## src/rtl/intersection_scheduler.sv

```systemverilog
// Highway/country intersection light controller with pedestrian walk service.
// Latency: inputs act at the next clk edge. Backpressure: none, sensors are sampled every cycle.
module intersection_scheduler #(
  parameter int MIN_GRN = 8,
  parameter int MAX_GRN = 30,
  parameter int YEL_T   = 3,
  parameter int CLR_T   = 2,
  parameter int CW      = 6
) (
  input  logic       clk,
  input  logic       clear,
  input  logic       cntry_req,
  input  logic       ped_req,
  output logic [1:0] hwy,
  output logic [1:0] cntry,
  output logic       walk,
  output logic [2:0] phase,
  output logic       ped_pend
);

  typedef enum logic [2:0] {
    HG  = 3'd0,
    HY  = 3'd1,
    AR1 = 3'd2,
    CG  = 3'd3,
    CY  = 3'd4,
    AR2 = 3'd5
  } state_t;

  localparam logic [1:0] RED = 2'd0, YELLOW = 2'd1, GREEN = 2'd2;
  localparam logic [CW-1:0] MIN_M1  = CW'(MIN_GRN - 1);
  localparam logic [CW-1:0] MAX_M1  = CW'(MAX_GRN - 1);
  localparam logic [CW-1:0] YEL_M1  = CW'(YEL_T - 1);
  localparam logic [CW-1:0] CLR_M1  = CW'(CLR_T - 1);
  localparam logic [CW-1:0] TMR_SAT = {CW{1'b1}};

  state_t        state;
  logic [CW-1:0] tmr;
  logic          walk_srv;
  logic          leave;

  always_comb begin
    leave = 1'b0;
    case (state)
      HG:       leave = (tmr >= MIN_M1) && (cntry_req || ped_pend);
      HY, CY:   leave = (tmr == YEL_M1);
      AR1, AR2: leave = (tmr == CLR_M1);
      CG:       leave = (tmr >= MIN_M1) && (!cntry_req || tmr >= MAX_M1);
      default:  leave = 1'b1;
    endcase
  end

  always_ff @(posedge clk) begin
    if (clear) begin
      state    <= HG;
      tmr      <= '0;
      ped_pend <= 1'b0;
      walk_srv <= 1'b0;
    end else begin
      if (leave) begin
        tmr <= '0;
        case (state)
          HG:      state <= HY;
          HY:      state <= AR1;
          AR1:     state <= CG;
          CG:      state <= CY;
          CY:      state <= AR2;
          default: state <= HG;
        endcase
      end else if (tmr != TMR_SAT) begin
        tmr <= tmr + CW'(1);
      end
      // Entering CG serves the pending request, including one arriving on this very edge.
      if (state == AR1 && leave) begin
        ped_pend <= 1'b0;
        walk_srv <= ped_pend | ped_req;
      end else begin
        if (ped_req) ped_pend <= 1'b1;
        if (state == CG && leave) walk_srv <= 1'b0;
      end
    end
  end

  always_comb begin
    hwy   = RED;
    cntry = RED;
    phase = 3'd0;
    case (state)
      HG:  begin hwy = GREEN;    phase = 3'd0; end
      HY:  begin hwy = YELLOW;   phase = 3'd1; end
      AR1: phase = 3'd2;
      CG:  begin cntry = GREEN;  phase = 3'd3; end
      CY:  begin cntry = YELLOW; phase = 3'd4; end
      AR2: phase = 3'd5;
      default: begin hwy = GREEN; phase = 3'd0; end
    endcase
  end

  assign walk = (state == CG) && walk_srv;

endmodule

```

## config.mk

```make
export PLATFORM = sky130hd
export DESIGN_NAME = intersection_scheduler
export DESIGN_NICKNAME = d
export VERILOG_FILES = /design/src/rtl/intersection_scheduler.sv
export SDC_FILE = /design/constraint.sdc
export NUM_CORES = 1
export LEC_CHECK = 0
export CAP_MARGIN = 20
export CORE_MARGIN = 2
export CORE_UTILIZATION = 50
export DETAILED_ROUTE_END_ITERATION = 10
export GPL_TIMING_DRIVEN = 0
export PLACE_DENSITY = 0.87
export SLEW_MARGIN = 15
export SYNTH_ARGS = -nofsm -noshare
export SYNTH_HDL_FRONTEND = slang
export SYNTH_SLANG_ARGS = --single-unit
```

## constraint.sdc

```tcl
create_clock -name clk -period 2 [get_ports clk]
set_input_delay 0.2 -clock clk [delete_from_list [all_inputs] [get_ports clk]]
set_output_delay 0.2 -clock clk [all_outputs]
set_load 0.01 [all_outputs]
```

# After elaboration in Yosys (flattened, before gate mapping)
# Cells that the tools add are included.
[totals] in_bits=4 mem_count=0 mem_bits_ro=0 latchBits=0 out_inout_bits=9 ram_bits=0 regBits=11
[op_classes] div_mod_pow=0 shifts=0 n_mux=7 n_reduce_logical=15 add_sub_neg=1 n_mul=0 n_eq_ne=8 bitwise=1 order_cmp=2
[op_table] operator="one-hot mux 3 bit (5 select lines)" n=2
[op_table] operator="one-hot mux 2 bit (2 select lines)" n=2
[op_table] operator="OR reduction 2 bit" n=4
[op_table] operator="adder 6 x 1 -> 6 bit (second input constant)" n=1
[op_table] operator="equality test 3 x 2 -> 1 bit (second input constant)" n=2
[op_table] operator="equality test 3 bit (second input constant)" n=2
[op_table] operator="equality test 6 x 1 -> 1 bit (second input constant)" n=1
[op_table] operator="equality test 6 x 2 -> 1 bit (second input constant)" n=1
[op_table] operator="greater-or-equal comparator 6 x 3 -> 1 bit (second input constant)" n=1
[op_table] operator="greater-or-equal comparator 6 x 5 -> 1 bit (second input constant)" n=1
[op_table] operator="inequality test 6 bit (second input constant)" n=1
[op_table] operator="logical AND 1 bit" n=5
[op_table] operator="one-hot mux 1 bit (4 select lines)" n=1
[op_table] operator="OR reduction 4 bit" n=1
[op_table] operator="equality test 3 x 1 -> 1 bit (second input constant)" n=1
[op_table] operator="zero test 3 bit" n=1
[op_table] operator="logical OR 1 bit" n=2
[op_table] operator="two-way mux 1 bit" n=2
[op_table] operator="nonzero test 2 bit" n=1
[op_table] operator="zero test 1 bit" n=1
[op_table] operator="bitwise OR 1 bit" n=1

# Longest topological paths before layout
[depth] word_depth=7 ltp_mapped=7 mapped_depth_nobuf=7

# Least setup slack after synthesis
# No wires, ideal clock.
[synth_path] path_kind="flip-flop to flip-flop" from="reg tmr[0]" to="reg walk_srv" period_less_slack_ns=1.776 t_arrival_ns=1.655 path_buffers=0 setup_slack_ns=0.224 required_ns=1.879 stages_incl_launch_ff=8 path_cell_list="dfxtp_1 inv_1 ha_1 and4bb_1 a211oi_1 o21a_1 o21ai_1 mux2_4"
[synth_between] elab_chain_cells=6
[synth_rtl] item="from (decl)" line="38" source="logic [CW-1:0] tmr;"
[synth_rtl] item="from (signal assigned)" line="71" source="tmr <= tmr + CW'(1);"
[synth_rtl] item="greater-or-equal comparator 6 x 5 -> 1 bit" line="48" source="CG: leave = (tmr >= MIN_M1) && (!cntry_req || tmr >= MAX_M1);"
[synth_rtl] item="logical OR 1 bit" line="48"
[synth_rtl] item="logical AND 1 bit" line="48"
[synth_rtl] item="one-hot mux 1 bit (4 select lines) (*)" line="44" source="case (state)"
[synth_rtl] item="logical AND 1 bit (on tied branches)" line="74, 79"
[synth_rtl] item="two-way mux 1 bit or nonzero test 2 bit (tied branches)"
[synth_rtl] item="to (signal assigned)" line="76" source="walk_srv <= ped_pend | ped_req;"
[synth_rtl] item="to (decl)" line="39" source="logic walk_srv;"
# Mark *: on every way between the ends. The rest lies on a longest branch, timed or not.
# A chain may end at the register's enable or synchronous reset.

# Final worst setup path
[layout_path] from="reg tmr[1]" to="reg walk_srv"
# Same word-level chain as after synthesis.

==> impl_metrics.toml <==
[cts]
root_buffer = "clkbuf_4"
postCtsSetupRepairBufs = 0
clk_latency_ps = 260
cts_htree_levels = 1
ctsLongestPathBuffers = 2
cts_tree = "yes"
cts.clk_slew.worst_paths_ps = 70
cts.sinks = 11
cts_made_buffers = 3

[place]
place_hpwl_um = 1134
finalWeightedCongestion = 0.8425
pre_cts_ws_ps = 45.66
placed_area_um2 = 863.3
port_buffers = 12

[worst_setup_path]
critPathMaxStageDelay_ps = 430
critical-path-top-delay-family = "compound AO/OA/AOI/OAI gates"
arrival_ps = 2090
worstPathRequired_ps = 2150
startpoint_type = "flop"
worstSetupPathType = "reg2reg"
crit_chain = "inv_1 > ha_1 > and4bb_1 > a211oi_2 > o21a_1 > o21ai_1 > mux2_4"
worst-path-buf-inv = 1
critPathCaptureType = "flop"
slowest_stage = "dfxtp_1"
critPathMaxFanout = 6

[finish]
layout-drive-gt1-share_pct = 13.86
antenna_cells = 0
fin_area_um2 = 900.9
nets = 109
areaGrowthSynthToFinish_pct = 24.35

[sta]
finalCritPeriodShare_pct = 96.72
worstMarginPinSlew_ps = 436.0
fmaxAchievable_mhz = 516.9
setup_ws_ps = 65.51
period_needed_ps = 1934
slew-limit-headroom_pct = 70.93
finalHoldViolations = 0
hold_slack_ps = 588.8
rsz0062_at_grt = "false"
finalSetupViolCount = 0
skew_ps = 2.528
maxSlewViolCount = 0
tns_ps = 0

[die]
io_pins = 13
core_region_area_mm2 = 0.001334
row_count = 13
fp.dieArea_mm2 = 0.001769
die_x_um = 42.07
start_util_pct = 54.32
die_h_um = 42.07

[global_routing]
grt_max_degree = 11
grt.total_usage_pct = 18.45
grt_pass1_wl_um = 2566
overflow = 0
grt_pass1_vias = 593
antenna_found_initial = 0

[run_status]
status = "complete, no violations"

[yosys]
async_flop_share_pct = 0
synth_fp_nets = 92
synth.top_cell.area_share_pct = 30.40
yosys_register_bits = 11
synth_flop_cell = "dfxtp_1"
syn_inst = 85
synth_edf_count = 0
synth_cell_types = 36
synthesis.area_um2 = 724.4
synth_top_cell_by_area = "dfxtp_1"
yosys-top-cells-area = "dfxtp_1, ha_1, a21oi_1"
ys_warn_count = 0
ys_seq_area_share_pct = 30.40
syn_avg_cell_area_um2 = 8.523

[routing]
routedWlPerCell_um = 13.58
via_per_inst = 6.069
antenna_left = 0
via_count = 704
drt_iter0_markers = 16
wl_um = 1575
drcViolationCount = 0
first_pass_iters = 4

[worst_hold_path]
hold_path_class = "reg2reg"

[power]
powerDensity_mw_per_mm2 = 731.1
p_leak_nw = 0.3694
vdd_ir_drop_max_v = 0.0006417

[job]
maxCapViolCount = 0
-- cell families (layout without fill, tap and decap cells) --
family                   after synthesis  count (layout)  synth area share (%)
adder cells (fa/ha/maj)                3               3                 5.182
AO/OA/AOI/OAI                         24              24                 24.01
multiplexers                           2               2                 3.454
flip-flops                            11              11                 30.40
buffers and inverters                  7              23                 4.144
AND/OR/NAND/NOR                       34              34                 27.98
XOR/XNOR                               4               4                 4.835
-- through the flow --
stage          std cells  power, mW  utilization [%]
2_1_floorplan         85     0.4289                -
3_3_place_gp         112     0.4928            64.73
3_5_place_dp         112     0.5027            64.73
4_1_cts              116     0.6516            66.70
5_1_grt              116     0.7012            67.54
6_report             116     0.6586            67.54
-- layout by cell type (no fill, tap or decap), types with 2 or more instances in the layout --
master	synthesis	layout
nor2_1	9	9
dfxtp_1	11	10
nand3b_1	2	2
a211o_1	2	2
nand2_1	2	2
clkdlybuf4s50_1	0	12
nand3_1	4	4
buf_2	3	2
nor2b_1	5	4
o21ai_0	2	2
o21a_1	2	2
nor3_1	2	2
a21oi_1	7	7
and3_1	3	3
inv_1	4	4
ha_1	3	3
xnor2_1	4	4
clkbuf_4	0	4
-- cell type report --
class	instances	area (um2)
buffer	3	17.52
clock buffer	4	26.28
fill	110	432.9
inverter	4	15.01
multi-input combinational	67	481.7
sequential	11	221.5
tap	15	18.77
timing repair buffer	12	120.1
-- worst reg2reg max path: stages (launching register included) --
cell and delay, ps:
dfxtp_1 430, inv_1 110, ha_1 180, and4bb_1 310, a211oi_2 60, o21a_1 220, o21ai_1 200, mux2_4 310
-- synth_stat cells (all sizes together), types with 2 or more instances --
cell	instances
dfxtp	11
nor2	9
a21oi	7
nor2b	5
inv	4
nand3	4
xnor2	4
and3	3
buf	3
ha	3
nor3	3
o21ai	3
a211o	2
nand2	2
nand3b	2
o21a	2
-- where the power goes --
part	internal (mW)	total (mW)	switching (mW)
combinational	0.112	0.236	0.124
sequential	0.243	0.272	0.0291
clock	0.0769	0.151	0.0745
total	0.432	0.659	0.227
-- worst paths after layout --
kind         startpoint        to  depth (start not counted)  slack [ps]
min              tmr[0]    tmr[0]                          2         590
max reg2reg      tmr[1]  walk_srv                          7          70
max              tmr[1]  walk_srv                          7          70
min reg2reg      tmr[0]    tmr[0]                          2         590
-- layer usage --
metal,share of wire (%),wire (um),track usage (%),vias to the layer above
li1,-,-,-,341
met1,42,669,23.95,323
met2,47,747,30.94,34
met3,7.6,119,2.586,6
met4,2.4,38,6.875,0
met5,0,0,0,-
-- flip-flops by register name, summed over array words and instances (netlist names) --
register  cells
ped_pend      1
state         3
walk_srv      1
tmr           6
-- what timing repair did --
action,CTS,global route
resized for setup,0,4
hold buffers,0,0
setup endpoints to repair,0,9
Note: power is estimated with default switching activity, not from simulation.
